<file path="src/rtl/mips_fetch_queue.sv">
// Decoupled instruction-fetch front end: sequential PC generation, credit-limited
// requests to a variable-latency imem, and a DEPTH-entry {PC+step, inst} queue.
module mips_fetch_queue #(
    parameter int unsigned     XLEN     = 32,
    parameter int unsigned     DEPTH    = 4,
    parameter logic [XLEN-1:0] RESET_PC = '0,
    parameter int unsigned     PC_STEP  = 4
) (
    input  logic                     clk,
    input  logic                     rst,
    input  logic                     redirect_valid,
    input  logic [XLEN-1:0]          redirect_pc,
    output logic                     imem_req_valid,
    input  logic                     imem_req_ready,
    output logic [XLEN-1:0]          imem_req_addr,
    input  logic                     imem_rsp_valid,
    input  logic [31:0]              imem_rsp_data,
    output logic                     fq_valid,
    input  logic                     fq_ready,
    output logic [XLEN-1:0]          fq_pc,
    output logic [31:0]              fq_inst,
    output logic [XLEN-1:0]          pc_current,
    output logic [$clog2(DEPTH):0]   occupancy
);

    localparam int unsigned     AW      = $clog2(DEPTH);
    localparam int unsigned     CW      = AW + 1;
    localparam logic [XLEN-1:0] STEP    = XLEN'(PC_STEP);
    localparam logic [CW:0]     DEPTH_W = (CW + 1)'(DEPTH);

    logic [XLEN-1:0] pc_q, pc_d;
    logic [AW-1:0]   wr_ptr_q, wr_ptr_d;
    logic [AW-1:0]   rd_ptr_q, rd_ptr_d;
    logic [AW-1:0]   ra_wr_q, ra_wr_d;
    logic [AW-1:0]   ra_rd_q, ra_rd_d;
    logic [CW-1:0]   count_q, count_d;
    logic [CW-1:0]   inflight_q, inflight_d;
    logic [CW-1:0]   drop_cnt_q, drop_cnt_d;

    logic [XLEN-1:0] pc_mem   [DEPTH];
    logic [31:0]     inst_mem [DEPTH];
    // Request addresses of every outstanding access, live or stale, in issue order
    logic [XLEN-1:0] ra_mem   [DEPTH];

    logic            req_fire;
    logic            rsp_drop;
    logic            push;
    logic            pop;
    logic [CW:0]     credit_used;

    always_comb begin
        credit_used    = {1'b0, count_q} + {1'b0, inflight_q};
        imem_req_valid = rst & ~redirect_valid & (credit_used < DEPTH_W);
        fq_valid       = (count_q != '0) & ~redirect_valid;
        req_fire       = imem_req_valid & imem_req_ready;
        rsp_drop       = redirect_valid | (drop_cnt_q != '0);
        push           = imem_rsp_valid & ~rsp_drop;
        pop            = fq_valid & fq_ready;

        pc_d       = pc_q;
        wr_ptr_d   = wr_ptr_q;
        rd_ptr_d   = rd_ptr_q;
        ra_wr_d    = ra_wr_q;
        ra_rd_d    = ra_rd_q;
        count_d    = count_q;
        drop_cnt_d = drop_cnt_q;
        inflight_d = inflight_q + CW'(req_fire) - CW'(imem_rsp_valid);

        if (imem_rsp_valid) ra_rd_d = ra_rd_q + AW'(1);
        if (req_fire) begin
            pc_d    = pc_q + STEP;
            ra_wr_d = ra_wr_q + AW'(1);
        end

        if (redirect_valid) begin
            pc_d       = redirect_pc;
            count_d    = '0;
            wr_ptr_d   = '0;
            rd_ptr_d   = '0;
            drop_cnt_d = inflight_q - CW'(imem_rsp_valid);
        end else begin
            if (imem_rsp_valid && drop_cnt_q != '0)
                drop_cnt_d = drop_cnt_q - CW'(1);
            if (push) wr_ptr_d = wr_ptr_q + AW'(1);
            if (pop)  rd_ptr_d = rd_ptr_q + AW'(1);
            count_d = count_q + CW'(push) - CW'(pop);
        end
    end

    always_ff @(posedge clk or negedge rst) begin
        if (!rst) begin
            pc_q       <= RESET_PC;
            wr_ptr_q   <= '0;
            rd_ptr_q   <= '0;
            ra_wr_q    <= '0;
            ra_rd_q    <= '0;
            count_q    <= '0;
            inflight_q <= '0;
            drop_cnt_q <= '0;
        end else begin
            pc_q       <= pc_d;
            wr_ptr_q   <= wr_ptr_d;
            rd_ptr_q   <= rd_ptr_d;
            ra_wr_q    <= ra_wr_d;
            ra_rd_q    <= ra_rd_d;
            count_q    <= count_d;
            inflight_q <= inflight_d;
            drop_cnt_q <= drop_cnt_d;
        end
    end

    always_ff @(posedge clk) begin
        if (push) begin
            pc_mem[wr_ptr_q]   <= ra_mem[ra_rd_q] + STEP;
            inst_mem[wr_ptr_q] <= imem_rsp_data;
        end
        if (req_fire) ra_mem[ra_wr_q] <= pc_q;
    end

    assign imem_req_addr = pc_q;
    assign pc_current    = pc_q;
    assign occupancy     = count_q;
    assign fq_pc         = pc_mem[rd_ptr_q];
    assign fq_inst       = inst_mem[rd_ptr_q];

    a_no_push_full: assert property (@(posedge clk) disable iff (!rst)
        !(push && count_q == CW'(DEPTH)));

endmodule

</file>
<file path="config.mk">
export PLATFORM = sky130hd
export DESIGN_NAME = mips_fetch_queue
export DESIGN_NICKNAME = d
export VERILOG_FILES = /design/src/rtl/mips_fetch_queue.sv
export SDC_FILE = /design/constraint.sdc
export NUM_CORES = 1
export LEC_CHECK = 0
export CELL_PAD_IN_SITES_DETAIL_PLACEMENT = 0
export CELL_PAD_IN_SITES_GLOBAL_PLACEMENT = 1
export CORE_AREA = 2 2 175 263
export CTS_CLUSTER_SIZE = 30
export DETAILED_ROUTE_END_ITERATION = 10
export DIE_AREA = 0 0 177 265
export GPL_ROUTABILITY_DRIVEN = 0
export PLACE_DENSITY_LB_ADDON = 0.3
export SYNTH_ARGS = -nofsm -noshare
export SYNTH_HDL_FRONTEND = slang
export SYNTH_SLANG_ARGS = --single-unit
export TNS_END_PERCENT = 1
</file>
<file path="constraint.sdc">
create_clock -name clk -period 7.5 [get_ports clk]
set_input_delay 1.5 -clock clk [delete_from_list [all_inputs] [get_ports clk]]
set_output_delay 1.5 -clock clk [all_outputs]
set_load 0.01 [all_outputs]
</file>
==> impl_results.md <==
- Leak: 7.10 nW
- Final hold slack: 543 ps
- Drt pass-1 iters: 4
- Post-route cell area: 21400 µm²
- End point of the critical path: fq_pc[9]
- Status: finished clean
- Nets: 1222
- Fin. max-slew vios: 0
- Tightest Hold Check Type: register to register
- Seq cells post-synth: 433
- Worst Setup SP: rd_ptr_q[0]
- Ys flop type: edfxtp_1
- CP Buf/Inv Count: 2
- # hold bufs at CTS: 0
- GRT overflow: 0
- Die X: 177 µm
- Fmax: 209 MHz
- Max-Cap Viols: 0
- Worst Reg-to-Reg Cells: 11
- Die height: 265 µm
- Via count: 8932
- CP endpoint kind: primary output
- H-tree Lvls: 2
- HPWL Detailed: 21.5 mm
- Drt drc: 0
- Fillcell total: 3783
- Setup violators final: 0
- Synth Area in XOR/XNOR: 2.28%
- Period utilization: 63.8%
- Crit Path Category: register to primary output
- Largest net degree at the start of global routing: 65
- Clk Tree Root Cell: clkbuf_16
- Clock Sinks: 433
- Share of layout cells above drive strength 1: 16.3%
- Crit-path cells: buf_4 -> mux4_2 -> clkdlybuf4s50_1
- Seq. cell area: 12800 µm²
- Register area share after synthesis: 72.3%
- Post-route setup TNS: 0 ps
- Startpoint Class: register
- Post-synthesis compound-gate area fraction: 2.46%
- DR vias/cell: 5.13
- Reg2Reg Setup Slack: 4320 ps
- Post-synth top area cell: edfxtp_1
- Worst clock skew: 16.2 ps
- Initial Utilization: 39.6%
- Yosys cell types: 55
- Largest family of logic cells by synthesized area: multiplexers
- Mean cell area of the mapped netlist: 18.8 µm²
- Async SR Flop Fraction: 11.3%
- Fin. Hold Viols: 0
- RSZ-0062 raised after global routing: false
- FP Rows: 95
- Routed length per instance: 19.9 µm
- Worst skew pair latency: 540 ps
- Buffer count from post-CTS setup fixing: 0
- Maximum clock insertion buffer count: 3
- Global-route wire length before repair: 53.9 mm
- Post-CTS sizing: 0
- Post-synth EDFFs: 384
- R2R Path Start: occupancy[2]
- Post-Syn Nets: 1030
- # IOs: 203
- Relative slew slack: 29.5%
- Final wirelength: 34.6 mm
- Die Footprint: 46900 µm²
- Most common cell after layout, fill and taps aside: edfxtp_1
- Reg clk slew, reported paths: 60 ps
- Peak VDD IR: 0.000162 V
- Crit path arrival time: 3290 ps
- Total core area: 44600 µm²
- Mapped Area: 17600 µm²
- N_diodes: 0
- TritonCTS clock tree: done
- TritonCTS Buffers: 42
- Yosys top cell area share: 65.3%
- Slowest-stage cell, CP: dfrtp_4
- Fin util: 48.1%
- Power density over cell area: 317 nW/µm²
- Worst hold start: rd_ptr_q[1]
- Synth area leaders: edfxtp_1 (65%), mux4_2 (11%), dfrtp_1 (6.9%)
- Slowest Stage Delay on Critical Path: 950 ps
- Post-synthesis adder-cell area fraction: 1.64%
- Critical Path RT: 6000 ps
- Synth Area in Simple Gates: 5.55%
- Worst-Margin Slew: 1050 ps
- Crit path max fanout: 39
- Post-synthesis cell count: 938
- GRT Util Overall: 15.0%
- Tmin final: 4790 ps
- Vias in the first global route: 9505
- WP depth: 3
- Post-synthesis mux area share: 12.8%
- Routed Antenna Nets: 0
- CP delay by family, top: buffers and inverters
- Placed cell areas: 20100 µm²
- Port Buf Inserts: 202
- 1st-iter DRT viols: 508
- Initial antenna violation count: 0
- P&R area growth vs syn: 21.4%
- Yosys warns: 0
- Area of the multi-input gates: 4380 µm²
- R2r endpoint: inflight_q[2]
- Most frequent cells in the layout: edfxtp_1 (384), clkdlybuf4s50_1 (200), mux4_2 (85)
synth_stat cells (2+ instances only):
master / count
ha_1: 20
and4_1: 4
o311ai_0: 8
nor3_1: 18
and3_1: 10
o21ai_0: 26
xor2_1: 29
xnor2_1: 17
nand2_1: 49
buf_1: 4
nor4_1: 5
o211ai_1: 7
mux2i_1: 3
clkbuf_1: 20
buf_2: 11
nand4_1: 12
edfxtp_1: 384
a221o_1: 2
nand2b_1: 2
nand3_2: 2
nor2_1: 25
fa_1: 2
mux4_1: 11
a32oi_1: 2
nor4_4: 2
and4_4: 2
mux2_2: 2
buf_6: 2
a31o_2: 2
nor4_2: 2
a31oi_1: 4
inv_1: 24
dfrtp_1: 49
nand3b_1: 2
and2_1: 13
a21o_1: 2
buf_4: 33
mux4_2: 85
nand3_1: 17
o311ai_1: 2
a21oi_1: 7
a41oi_1: 2
flip-flops by register name (all words and copies together) (netlist names):
signal,cells
drop_cnt_q,3
imem_req_addr,32
inflight_q,3
inst_mem,128
occupancy,3
pc_mem,128
ra_mem,128
ra_rd_q,2
ra_wr_q,2
rd_ptr_q,2
wr_ptr_q,2
stage by stage:
| stage | std cells | setup slack (ps) | total power, mW |
|---|---|---|---|
| after floorplan | 938 | 3470 | 4.21 |
| after global routing | 1742 | 2450 | 7.15 |
| after CTS | 1742 | 2550 | 6.93 |
| final | 1742 | 2710 | 6.80 |
| after global placement | 1668 | 2780 | 4.85 |
| after detailed placement | 1668 | 2760 | 4.87 |
worst min path at each step:
stage,end,slack (ps),cells after the start
after floorplan,inflight_q[0],500,1
after global placement,rd_ptr_q[1],520,2
after detailed placement,rd_ptr_q[1],530,2
after CTS,rd_ptr_q[1],550,2
after global routing,rd_ptr_q[1],590,2
final,rd_ptr_q[1],540,2
cell families (layout without fill, tap and decap cells):
group | after synthesis | count (layout)
flip-flops | 433 | 433
multiplexers | 101 | 101
adder cells (fa/ha/maj) | 22 | 22
XOR/XNOR | 46 | 46
AO/OA/AOI/OAI | 66 | 66
buffers and inverters | 96 | 318
AND/OR/NAND/NOR | 174 | 174
metal layers:
metal	track usage, %	vias up	wire length (µm)
li1	-	4091	-
met1	18.1	4574	13800
met2	27.6	217	18800
met3	2.17	50	1320
met4	4.60	0	738
met5	0	-	0
power by group:
group	internal, mW	total (mW)	switching, mW
Sequential	2.92	3.09	0.173
Combinational	0.872	1.68	0.804
Clock	1.18	2.03	0.851
Total	4.97	6.80	1.83
worst register-to-register path, delay by kind of cell, from the launching register on:
| kind | cells | cell delay [ps] |
|---|---|---|
| simple gates | 2 | 490 |
| fa+ha+maj | 4 | 1180 |
| buf+inv | 4 | 860 |
| xor+xnor | 1 | 140 |
| flops | 1 | 420 |
cell type report:
type	instances	area share (%)
multi-input cells	409	20.4
clock buffers	56	5.34
flip-flops and latches	433	59.6
repair buffers	219	9.99
clock inverters	18	0.829
inverters	25	0.438
well taps	582	3.40
(Power assumes the default switching activity.)
